### config.mk
export PLATFORM = sky130hd
export DESIGN_NAME = nibble_add_sched
export DESIGN_NICKNAME = d
export VERILOG_FILES = /design/src/rtl/nibble_sched_pkg.sv /design/src/rtl/nibble_add4.sv /design/src/rtl/nibble_add_sched.sv
export SDC_FILE = /design/constraint.sdc
export NUM_CORES = 1
export LEC_CHECK = 0
export CAP_MARGIN = 30
export CORE_ASPECT_RATIO = 1.25
export CORE_MARGIN = 3
export CORE_UTILIZATION = 40
export CTS_CLUSTER_DIAMETER = 50
export DETAILED_ROUTE_END_ITERATION = 10
export PLACE_DENSITY_LB_ADDON = 0.25
export SETUP_SLACK_MARGIN = 0.5
export SLEW_MARGIN = 25
export SYNTH_ARGS = -nofsm -noshare
export SYNTH_HDL_FRONTEND = slang
export SYNTH_SLANG_ARGS = --single-unit
### constraint.sdc
create_clock -name clk -period 7.27 [get_ports clk]
set_input_delay 1.454 -clock clk [delete_from_list [all_inputs] [get_ports clk]]
set_output_delay 1.454 -clock clk [all_outputs]
set_load 0.02 [all_outputs]
### src/rtl/nibble_sched_pkg.sv
// Shared types and constants for the nibble-serial adder scheduler.
package nibble_sched_pkg;

   localparam int NIB_W = 4;

   typedef enum logic [1:0] {
      IDLE = 2'd0,
      RUN  = 2'd1,
      DONE = 2'd2
   } state_t;

   typedef logic req_id_t;

endpackage

### src/rtl/nibble_add4.sv
// 4-bit parallel-prefix adder slice with carry in and carry out; purely combinational.
module nibble_add4
   import nibble_sched_pkg::*;
(
   input  logic [NIB_W-1:0] a,
   input  logic [NIB_W-1:0] b,
   input  logic             cin,
   output logic [NIB_W-1:0] s,
   output logic             cout
);

   logic [NIB_W-1:0] g;
   logic [NIB_W-1:0] p;
   logic [NIB_W-1:0] c;
   logic             g10, p10, g32, p32, g20, p20, g30, p30;

   assign g = a & b;
   assign p = a ^ b;

   // Two-level prefix tree over (generate, propagate) pairs.
   assign g10 = g[1] | (p[1] & g[0]);
   assign p10 = p[1] & p[0];
   assign g32 = g[3] | (p[3] & g[2]);
   assign p32 = p[3] & p[2];
   assign g20 = g[2] | (p[2] & g10);
   assign p20 = p[2] & p10;
   assign g30 = g32 | (p32 & g10);
   assign p30 = p32 & p10;

   assign c[0] = cin;
   assign c[1] = g[0] | (p[0] & cin);
   assign c[2] = g10 | (p10 & cin);
   assign c[3] = g20 | (p20 & cin);

   assign s    = p ^ c;
   assign cout = g30 | (p30 & cin);

endmodule

### src/rtl/nibble_add_sched.sv
// Round-robin scheduler sharing one 4-bit adder slice between two requesters; NIBBLE_SCHED_INC_EN adds carry-in ports.
// Result valid WIDTH/4 cycles after accept; rsp_ready low holds DONE and keeps both requester readies low.
module nibble_add_sched
   import nibble_sched_pkg::*;
#(
   parameter int WIDTH = 16
) (
   input  logic             clk,
   input  logic             rst_n,
   input  logic             req0_valid,
   output logic             req0_ready,
   input  logic [WIDTH-1:0] req0_a,
   input  logic [WIDTH-1:0] req0_b,
   input  logic             req1_valid,
   output logic             req1_ready,
   input  logic [WIDTH-1:0] req1_a,
   input  logic [WIDTH-1:0] req1_b,
`ifdef NIBBLE_SCHED_INC_EN
   input  logic             req0_inc,
   input  logic             req1_inc,
`endif
   output logic             rsp_valid,
   input  logic             rsp_ready,
   output logic [WIDTH-1:0] rsp_sum,
   output logic             rsp_cout,
   output logic             rsp_id,
   output logic             busy
);

   localparam int NIB   = WIDTH / NIB_W;
   localparam int CNT_W = (NIB > 1) ? $clog2(NIB) : 1;

   state_t           state_q, state_d;
   req_id_t          last_grant_q, last_grant_d;
   req_id_t          id_q, id_d;
   logic [WIDTH-1:0] a_q, a_d, b_q, b_d, sum_q, sum_d;
   logic             carry_q, carry_d;
   logic [CNT_W-1:0] nib_cnt_q, nib_cnt_d;
   logic             rsp_valid_q, rsp_valid_d;
   logic             busy_q, busy_d;

   logic             grant_vld;
   req_id_t          grant_id;
   logic             inc_sel;
   int               nib_base;
   logic [NIB_W-1:0] slice_a, slice_b, slice_s;
   logic             slice_cout;

   always_comb begin
      grant_vld = req0_valid | req1_valid;
      if (req0_valid && req1_valid) begin
         grant_id = ~last_grant_q;
      end else begin
         grant_id = req1_valid;
      end
   end

   assign req0_ready = (state_q == IDLE) && grant_vld && (grant_id == 1'b0);
   assign req1_ready = (state_q == IDLE) && grant_vld && (grant_id == 1'b1);

`ifdef NIBBLE_SCHED_INC_EN
   assign inc_sel = grant_id ? req1_inc : req0_inc;
`else
   assign inc_sel = 1'b0;
`endif

   assign nib_base = int'(nib_cnt_q) * NIB_W;
   assign slice_a  = a_q[nib_base +: NIB_W];
   assign slice_b  = b_q[nib_base +: NIB_W];

   nibble_add4 u_add4 (
      .a    (slice_a),
      .b    (slice_b),
      .cin  (carry_q),
      .s    (slice_s),
      .cout (slice_cout)
   );

   always_comb begin
      state_d      = state_q;
      last_grant_d = last_grant_q;
      id_d         = id_q;
      a_d          = a_q;
      b_d          = b_q;
      sum_d        = sum_q;
      carry_d      = carry_q;
      nib_cnt_d    = nib_cnt_q;
      case (state_q)
         IDLE: begin
            if (grant_vld) begin
               a_d       = grant_id ? req1_a : req0_a;
               b_d       = grant_id ? req1_b : req0_b;
               id_d      = grant_id;
               carry_d   = inc_sel;
               nib_cnt_d = '0;
               state_d   = RUN;
            end
         end
         RUN: begin
            // carry_q ends up holding the top-nibble carry, which is rsp_cout in DONE.
            sum_d[nib_base +: NIB_W] = slice_s;
            carry_d   = slice_cout;
            nib_cnt_d = nib_cnt_q + 1'b1;
            if (nib_cnt_q == CNT_W'(NIB - 1)) begin
               state_d = DONE;
            end
         end
         DONE: begin
            if (rsp_ready) begin
               state_d      = IDLE;
               last_grant_d = id_q;
            end
         end
         default: state_d = IDLE;
      endcase
      rsp_valid_d = (state_d == DONE);
      busy_d      = (state_d != IDLE);
   end

   always_ff @(posedge clk) begin
      if (!rst_n) begin
         state_q      <= IDLE;
         last_grant_q <= 1'b1;
         id_q         <= 1'b0;
         a_q          <= '0;
         b_q          <= '0;
         sum_q        <= '0;
         carry_q      <= 1'b0;
         nib_cnt_q    <= '0;
         rsp_valid_q  <= 1'b0;
         busy_q       <= 1'b0;
      end else begin
         state_q      <= state_d;
         last_grant_q <= last_grant_d;
         id_q         <= id_d;
         a_q          <= a_d;
         b_q          <= b_d;
         sum_q        <= sum_d;
         carry_q      <= carry_d;
         nib_cnt_q    <= nib_cnt_d;
         rsp_valid_q  <= rsp_valid_d;
         busy_q       <= busy_d;
      end
   end

   assign rsp_valid = rsp_valid_q;
   assign rsp_sum   = sum_q;
   assign rsp_cout  = carry_q;
   assign rsp_id    = id_q;
   assign busy      = busy_q;

endmodule

==> results of run 1 <==
## state kept, by name, summed over array words and instances (netlist names)
name	count
nib_cnt_q	2
rsp_valid	1
busy	1
a_q	16
last_grant_q	1
rsp_sum	16
rsp_id	1
rsp_cout	1
b_q	16
state_q	2
## metal layers
| layer | global-route usage, % | share of wire, % | wire length (um) | up-vias |
|---|---|---|---|---|
| met2 | 31.3 | 51 | 3380 | 101 |
| li1 | - | - | - | 1135 |
| met1 | 22.1 | 40 | 2660 | 1108 |
| met4 | 9.05 | 2.3 | 153 | 0 |
| met5 | 0 | 0 | 0 | - |
| met3 | 6.97 | 7.0 | 466 | 12 |
## cell usage in the layout, fill, tap and decap left out, types with 2 or more instances in the layout
master / netlist / layout
nand3_1: 7 / 7
bufinv_16: 0 / 2
clkdlybuf4s50_1: 0 / 90
mux4_2: 8 / 8
nor4_1: 2 / 2
nor2_1: 48 / 48
dfxtp_1: 57 / 57
inv_1: 3 / 3
a222oi_1: 32 / 32
a211oi_1: 3 / 3
a22oi_1: 8 / 8
o21bai_1: 2 / 2
nand2b_1: 3 / 3
nor3_1: 2 / 2
a32oi_1: 2 / 2
nand2_1: 13 / 13
clkbuf_8: 0 / 12
o21ai_1: 5 / 4
ha_1: 10 / 10
a21oi_1: 2 / 2
and3_2: 0 / 2
o21ai_0: 7 / 7
## worst min-delay path, cell delays in order (launching register included)
cell     delay, ps
dfxtp_1        300
nand3_1         50
o21ai_1         50
## through the flow
step	setup WS (ps)	cells	total power, W
after CTS	2500	419	0.000831
final	2480	419	0.000823
after global placement	2100	404	0.000494
after global routing	2350	419	0.000861
after floorplan	3820	251	0.000433
after detailed placement	2490	404	0.000496
## cell families after synthesis
group / Yosys count / share of synthesized area, %
fa+ha+maj: 11 / 5.74
compound gates: 64 / 20.9
mux: 8 / 7.13
flops: 57 / 45.1
buf+inv: 24 / 5.15
simple gates: 85 / 15.2
xor+xnor: 2 / 0.693
## how the worst min path moves through the flow
stage               cells after the start                        to                     start  slack (ps)
global route                            2   rsp_sum[6]$_SDFFE_PN0P_   rsp_sum[6]$_SDFFE_PN0P_         490
global placement                        2   rsp_sum[6]$_SDFFE_PN0P_   rsp_sum[6]$_SDFFE_PN0P_         450
finish                                  2  rsp_sum[11]$_SDFFE_PN0P_  rsp_sum[11]$_SDFFE_PN0P_         450
detailed placement                      2  rsp_sum[11]$_SDFFE_PN0P_  rsp_sum[11]$_SDFFE_PN0P_         450
floorplan                               2      a_q[10]$_SDFFE_PN0P_      a_q[10]$_SDFFE_PN0P_         460
CTS                                     2  rsp_sum[11]$_SDFFE_PN0P_  rsp_sum[11]$_SDFFE_PN0P_         460
## report_power, final
group	leakage [nW]	internal [W]	switching, W
logic	0.754	0.0000771	0.0000655
registers	0.466	0.000331	0.0000153
clock network	0.116	0.000219	0.000115
total	1.34	0.000627	0.000196
## final cells by class
cell class / instances / area [sq um]
clock buffer: 13 / 169
clock inverter: 2 / 60.1
tap: 82 / 103
timing repair buffer: 91 / 908
sequential: 57 / 1140
fill: 527 / 2310
inverter: 4 / 15.0
multi-input combinational: 170 / 1260
==> key figures, run 1 <==
Floorplanning
  – Core area: between 0.005 and 0.006 sq mm
  – Effective utilization at floorplan: 42.3%
  – Die area: between 0.007 and 0.008 sq mm
  – Ports: ~90
  – Die width: about 77 um
  – Site Rows: 31
  – Die Span Y: between 90 and 100 um

STA
  – Max Slew Vio Count: 0
  – Max Clk Rate: around 0.21 GHz
  – Share of the clock period used by the worst path after layout: between 60% and 70%
  – Worst Skew: 6.70 ps
  – Final worst path period need: around 4800 ps
  – Fin. Hold Viols: 0
  – Setup Viol. Count Final: 0
  – Worst rel slew slack: 46.9%
  – Hold Slack: 452 ps
  – RSZ-0062 raised after global routing: false
  – Setup TNS: 0 ps
  – Slew @ Worst Pin: 795 ps

Worst setup path
  – CP Launch Type: input port
  – Worst path depth: 4
  – Reg2reg path depth: 6
  – FF-to-FF End: rsp_sum[15]$_SDFFE_PN0P_
  – Critical path data arrival time: approximately 3300 ps
  – Worst setup EP type: primary output
  – CP delay by family, top: buffers and inverters
  – Buf/Inv on CP: 2
  – Crit path largest cell delay: about 730 ps
  – R2R setup slack: 4320 ps
  – Worst-path cell chain: clkdlybuf4s50_1 -> nand2b_1 -> and3_2 -> clkdlybuf4s50_1
  – Crit path required time: 5820 ps
  – CP Launch Point: req1_valid
  – Critical Path Fanout Max: 34
  – CP dominant cell by count: clkdlybuf4s50_1
  – RR Startpoint: nib_cnt_q[0]$_SDFFE_PN0P_
  – Slowest CP cell: clkdlybuf4s50_1
  – Setup Crit Path Kind: input port to primary output
  – Worst Setup EP: req0_ready

Synth
  – Avg Synthesized Cell Area: slightly above 10 sq um
  – Post-Syn Area: 0.00253 sq mm
  – Post-synth top cells: dfxtp_1, nor2_1, a222oi_1
  – Top post-synthesis cells by area: dfxtp_1, a222oi_1, mux4_2, nor2_1, ha_1
  – Total nets after synthesis: 331
  – Post-synth EDFFs: 0
  – Synth Warn #: 0
  – Post-synth top area cell: dfxtp_1
  – Yosys top cell area share: about 45%
  – Yosys cell types: 37
  – Count leader, synth: dfxtp_1
  – Post-Syn Instances: 251
  – Flops & latches, synth: 57
  – Top_reg_cell synth: dfxtp_1
  – Ys async rst share: 0%
  – Register area share after synthesis: 45.1%

Routing
  – DRT Wirelength: 6650 um
  – DR vias: roughly 2400
  – Vias per cell: around 5.6
  – Final ANT Viol Nets: 0
  – DR pass1 iterations: 5
  – DRC: 0
  – Initial drt markers: approximately 190
  – Average wire per standard cell: about 16 um

Global route
  – First-pass GRT wire length: roughly 11000 um
  – Initial antenna violation count: 0
  – Residual overflow from global routing: 0
  – Pin count of the biggest net entering global routing: 47
  – Overall Global Routing Usage: around a fifth
  – Number of global-route vias before repair: approximately 2300

Placement
  – HPWL after detailed placement: approximately 4800 um
  – Placed cell areas: around 0.0034 sq mm
  – Port-buffer cells: 90
  – GPL Wtd Cong: about 0.82

Clock tree
  – CTS Root Buffer Type: clkbuf_8
  – Clk Latency, worst-skew pair: 340 ps
  – Post CTS Setup Buffer Count: 0
  – CTS sink count: 57
  – Worst-path clk slew: about 60 ps
  – # H-tree levels: 3
  – Resized Gates After CTS: 0
  – Hold_buf cts: 0
  – CTS tree: yes
  – Clock Tree Buf Depth: 2
  – Number of CTS-inserted buffers: 9

Pwr
  – Static Leak: approximately 1.3 nW
  – Pwr dens: between 200 and 250 mW/mm^2
  – VDD IR-drop max: about 0.00016 V

Outcome
  – Status: complete, no violations

Job
  – Count of max-cap constraint violations: 0

Final layout
  – Layout cells sized above 1: a little under a tenth
  – P&R area growth vs syn: 44.7%
  – Final core occ: approximately three fifths
  – Nets: roughly 410
  – Post-route cell area: 0.00366 sq mm
  – Ant. Diodes: 0

Min path
  – Hold crit path type: flop to flop
(Power assumes the default switching activity.)
==> run 2: changes to the inputs <==
==> constraint.sdc (replaced) <==
create_clock -name clk -period 4.9 [get_ports clk]
set_input_delay 0.98 -clock clk [delete_from_list [all_inputs] [get_ports clk]]
set_output_delay 0.98 -clock clk [all_outputs]
set_load 0.02 [all_outputs]
==> run 2 against run 1 <==
First-iteration DRC count grew 20%; sequential power grew 49%; combinational power grew 50%; sequential share of layout area grew 0.41 points; clock skew is essentially flat.
==> key figures, run 2 (synthesis gave the netlist of run 1 again) <==
Min path
  – Hold crit path type: flop to flop

Clock tree
  – Hold_buf cts: 0
  – Worst-path clk slew: 60 ps
  – Clk Latency, worst-skew pair: around 330 ps
  – CTS tree: yes
  – # H-tree levels: 3
  – CTS sink count: between 50 and 60
  – Post CTS Setup Buffer Count: 0
  – Clock Tree Buf Depth: 2
  – CTS Root Buffer Type: clkbuf_8
  – Resized Gates After CTS: 0
  – Number of CTS-inserted buffers: 9

Placement
  – HPWL after detailed placement: roughly 4800 um
  – GPL Wtd Cong: 0.828
  – Placed Cells: approximately 400
  – Port-buffer cells: 90

Global route
  – Pin count of the biggest net entering global routing: 47
  – First-pass GRT wire length: between 10000 and 15000 um
  – Number of global-route vias before repair: 2279
  – Overall Global Routing Usage: 19.5%
  – Initial antenna violation count: 0
  – Residual overflow from global routing: 0

Outcome
  – Status: complete, no violations

Job
  – Count of max-cap constraint violations: 0

Routing
  – Vias per cell: approximately 5.6
  – Average wire per standard cell: ~16 um
  – DR vias: 2360
  – Final ANT Viol Nets: 0
  – DRC: 0
  – DR pass1 iterations: 9
  – DRT Wirelength: between 6000 and 7000 um
  – Initial drt markers: roughly 230

STA
  – Final worst path period need: 3660 ps
  – Fin. Hold Viols: 0
  – Slew @ Worst Pin: 809 ps
  – Worst Skew: 6.52 ps
  – Setup Viol. Count Final: 0
  – Max Clk Rate: between 0.2 and 0.3 GHz
  – Worst rel slew slack: between 40% and 50%
  – Setup TNS: 0 ps
  – Max Slew Vio Count: 0
  – Share of the clock period used by the worst path after layout: 74.7%
  – RSZ-0062 raised after global routing: false

Worst setup path
  – Slowest CP cell: clkdlybuf4s50_1
  – Critical path data arrival time: approximately 2700 ps
  – CP dominant cell by count: clkdlybuf4s50_1
  – CP Launch Type: input port
  – Crit path largest cell delay: roughly 680 ps
  – Setup Crit Path Kind: input port to primary output
  – Worst-path cell chain: clkdlybuf4s50_1 -> nand2b_1 -> and3_1 -> buf_4 -> clkdlybuf4s50_1
  – Critical Path Fanout Max: 34
  – Crit path required time: approximately 3900 ps
  – Worst setup EP type: primary output

Floorplanning
  – Core area: 0.00597 sq mm
  – Effective utilization at floorplan: 42.3%
  – Die area: 0.00732 sq mm
  – Die width: just under 80 um
  – Site Rows: 31
  – Ports: between 90 and 100
  – Die Span Y: around 95 um

Final layout
  – Fill count: approximately 550
  – Nets: 415
  – Most frequent cells in the layout: clkdlybuf4s50_1, dfxtp_1, nor2_1, a222oi_1, nand2_1
  – Most common cell after layout, fill and taps aside: clkdlybuf4s50_1
  – Area occupied by multi-input gates: between 0.001 and 0.0015 sq mm
  – P&R area growth vs syn: 42.8%
  – Layout cells sized above 1: under 10%
  – Register Area: around 0.0011 sq mm
  – Ant. Diodes: 0
  – Cell Count, Final, Fillers Out: roughly 420

Pwr
  – Static Leak: around 1.3 nW
  – Pwr dens: 307 mW/mm^2
  – VDD IR-drop max: 0.000193 V
run 2: per-layer routing:
| metal | GRT usage (%) | vias to the layer above | part of all wire, % |
|---|---|---|---|
| met5 | 0 | - | 0 |
| met4 | 9.35 | 0 | 1.6 |
| met3 | 4.96 | 9 | 7.1 |
| met2 | 33.6 | 99 | 52 |
| met1 | 22.6 | 1113 | 39 |
| li1 | - | 1139 | - |
run 2: cell type report:
cell class                      count  area share (%)
Clock buffer                       13            4.68
Tap cell                           82            2.84
Multi-Input combinational cell    170            34.9
Inverter                            4           0.416
Sequential cell                    57            31.6
Timing Repair Buffer               93            25.6
run 2: stage by stage:
step / worst slack, ps / instance area, sq um / hold slack, ps / power [W] / utilization (%)
2_1_floorplan: 2400 / 2530 / 462 / 0.000642 / -
3_3_place_gp: 1250 / 3440 / 445 / 0.000734 / 57.6
3_5_place_dp: 1230 / 3440 / 449 / 0.000737 / 57.6
4_1_cts: 1240 / 3610 / 457 / 0.00112 / 60.5
5_1_grt: 1140 / 3610 / 483 / 0.00116 / 60.5
6_report: 1240 / 3610 / 452 / 0.00111 / 60.5
run 2: final timing paths:
kind / start / end / slack [ps] / depth (start not counted)
hold reg to reg: rsp_sum[11]$_SDFFE_PN0P_ / rsp_sum[11]$_SDFFE_PN0P_ / 450 / 2
hold / removal: rsp_sum[11]$_SDFFE_PN0P_ / rsp_sum[11]$_SDFFE_PN0P_ / 450 / 2
setup reg to reg: nib_cnt_q[0]$_SDFFE_PN0P_ / rsp_sum[3]$_SDFFE_PN0P_ / 1910 / 6
setup / recovery: req1_valid / req0_ready / 1240 / 5
run 2: report_power, final:
group          leakage (nW)  switching (W)  internal [W]
logic                 0.765      0.0000980      0.000116
clock network        0.0875       0.000165      0.000216
registers             0.466      0.0000229      0.000491
total                  1.32       0.000286      0.000823
run 2: worst max-delay path, delay by kind of cell:
kind	cells	cell delay, ps
simple gates	2	240
buf+inv	3	1460
==> run 3: changes to the inputs <==
==> constraint.sdc (replaced) <==
create_clock -name clk -period 3.8 [get_ports clk]
set_input_delay 0.76 -clock clk [delete_from_list [all_inputs] [get_ports clk]]
set_output_delay 0.76 -clock clk [all_outputs]
set_load 0.02 [all_outputs]
==> run 3 against run 2 <==
Die area unchanged; setup slack worse by 300 ps; sequential cell count unchanged; clock skew decreased by 3.5 ps; via count grew 0.51%; power grew 26%; first-iteration DRC count up 20%; clock power rose by 20%; critical path type unchanged.
==> key figures, run 3 (synthesis gave the netlist of run 1 again) <==
Placement
  – GPL Wtd Cong: around 0.8
  – HPWL after detailed placement: around 5100 um
  – Port-buffer cells: 90

STA
  – Hold Slack: approximately 450 ps
  – Max Slew Vio Count: 0
  – Worst rel slew slack: between 40% and 50%
  – Fin. Hold Viols: 0
  – Setup TNS: 0 ps
  – Setup Viol. Count Final: 0
  – Worst Skew: ~3 ps
  – RSZ-0062 raised after global routing: false
  – Slew @ Worst Pin: just under 900 ps
  – Final worst path period need: around 2900 ps
  – Max Clk Rate: between 0.3 and 0.4 GHz
  – Share of the clock period used by the worst path after layout: about three quarters

Routing
  – DR vias: between 2000 and 2500
  – Final ANT Viol Nets: 0
  – Average wire per standard cell: between 15 and 20 um
  – Vias per cell: about 5.6
  – DRC: 0
  – DR pass1 iterations: 7
  – DRT Wirelength: between 6000 and 7000 um
  – Initial drt markers: approximately 270

Pwr
  – Static Leak: 1.32 nW
  – Pwr dens: 387 mW/mm^2
  – Switching share of power: between 20% and 30%
  – NetSw: roughly 0.00037 W
  – Sequential fraction of design power: between 40% and 50%
  – Clk pwr share: between 30% and 40%
  – Comb pwr share: 19.9%
  – VDD IR-drop max: between 0.0002 and 0.00025 V
  – Cell-internal power: about 0.0010 W

Worst setup path
  – Setup Crit Path Kind: input port to primary output
  – Crit path required time: roughly 3000 ps
  – Reg2reg path depth: 7
  – CP Launch Type: input port
  – RR Startpoint: nib_cnt_q[0]$_SDFFE_PN0P_
  – FF-to-FF End: rsp_sum[15]$_SDFFE_PN0P_
  – Critical Path Fanout Max: 4
  – Worst setup EP type: primary output
  – R2R setup slack: 1070 ps
  – Critical path data arrival time: 2110 ps

Clock tree
  – CTS tree: yes
  – Number of CTS-inserted buffers: 9
  – CTS Root Buffer Type: clkbuf_8
  – Clk Latency, worst-skew pair: roughly 330 ps
  – Resized Gates After CTS: 0
  – Clock Tree Buf Depth: 2
  – CTS sink count: 57
  – Hold_buf cts: 0
  – # H-tree levels: 3
  – Worst-path clk slew: around 60 ps
  – Post CTS Setup Buffer Count: 0

Final layout
  – Most frequent cells in the layout: clkdlybuf4s50_1, dfxtp_1, nor2_1, a222oi_1, nand2_1
  – Most common cell after layout, fill and taps aside: clkdlybuf4s50_1
  – P&R area growth vs syn: 43.2%
  – Layout cells sized above 1: under 10%
  – Ant. Diodes: 0
  – Nets: 418
  – Fill count: 531

Global route
  – Initial antenna violation count: 0
  – First-pass GRT wire length: roughly 11000 um
  – Residual overflow from global routing: 0
  – Number of global-route vias before repair: roughly 2300
  – Overall Global Routing Usage: between 15 and 20%
  – Pin count of the biggest net entering global routing: 34

Min path
  – Hold crit path type: flop to flop
  – Hold_sp: rsp_sum[10]$_SDFFE_PN0P_
  – Hold EP: rsp_sum[10]$_SDFFE_PN0P_
  – Hold path cells: 2

Floorplanning
  – Ports: 91
  – Effective utilization at floorplan: 42.3%
  – Die area: roughly 0.0073 sq mm
  – Die width: about 77 um
  – Die Span Y: roughly 95 um
  – Site Rows: 31
  – Core area: ~0.0060 sq mm

Job
  – Count of max-cap constraint violations: 0

Outcome
  – Status: complete, no violations
[run 3: per-layer routing]
metal / share of wire (%) / track usage (%) / vias to the layer above / routed length (um)
li1: - / - / 1144 / -
met1: 40 / 22.6 / 1103 / 2770
met2: 52 / 34.4 / 113 / 3590
met3: 6.5 / 5.25 / 12 / 455
met4: 2.1 / 10.2 / 0 / 143
met5: 0 / 0 / - / 0
[run 3: final cells by class]
class	instances	area, sq um	share of cell area, %
multi-input combinational	170	1260	34.8
sequential	57	1140	31.5
timing repair buffer	96	946	26.1
clock buffer	15	156	4.32
tap	82	103	2.83
inverter	4	15.0	0.415
[run 3: critical path, stage by stage]
cell and delay [ps]:
clkdlybuf4s50_1 470, nand2b_1 90, and3_1 180, clkdlybuf4s50_1 610
[run 3: worst max-delay path by stage]
stage | startpoint | slack (ps) | endpoint | cells after the start
finish | req1_valid | 930 | req0_ready | 4
floorplan | nib_cnt_q[0]$_SDFFE_PN0P_ | 1330 | rsp_sum[15]$_SDFFE_PN0P_ | 7
CTS | req1_valid | 930 | req0_ready | 4
global placement | req1_valid | 950 | req0_ready | 4
detailed placement | req1_valid | 930 | req0_ready | 4
global route | nib_cnt_q[0]$_SDFFE_PN0P_ | 810 | rsp_sum[15]$_SDFFE_PN0P_ | 7
[run 3: per-stage QoR]
stage                     cell area (sq um)  instances  utilization [%]  power, W  worst slack, ps
after floorplan                        2530        251                -  0.000828             1330
after global placement                 3470        409             58.0  0.000951              953
after detailed placement               3470        409             58.0  0.000953              935
after CTS                              3620        424             60.6   0.00142              925
after global routing                   3620        424             60.6   0.00147              806
final                                  3620        424             60.6   0.00140              933
[run 3: power by group through the flow]
stage,Combinational (W),Clock [W],Sequential [W]
floorplan,0.000161,0,0.000668
global placement,0.000275,0,0.000677
detailed placement,0.000277,0,0.000676
CTS,0.000280,0.000472,0.000664
global route,0.000306,0.000497,0.000668
finish,0.000279,0.000459,0.000664
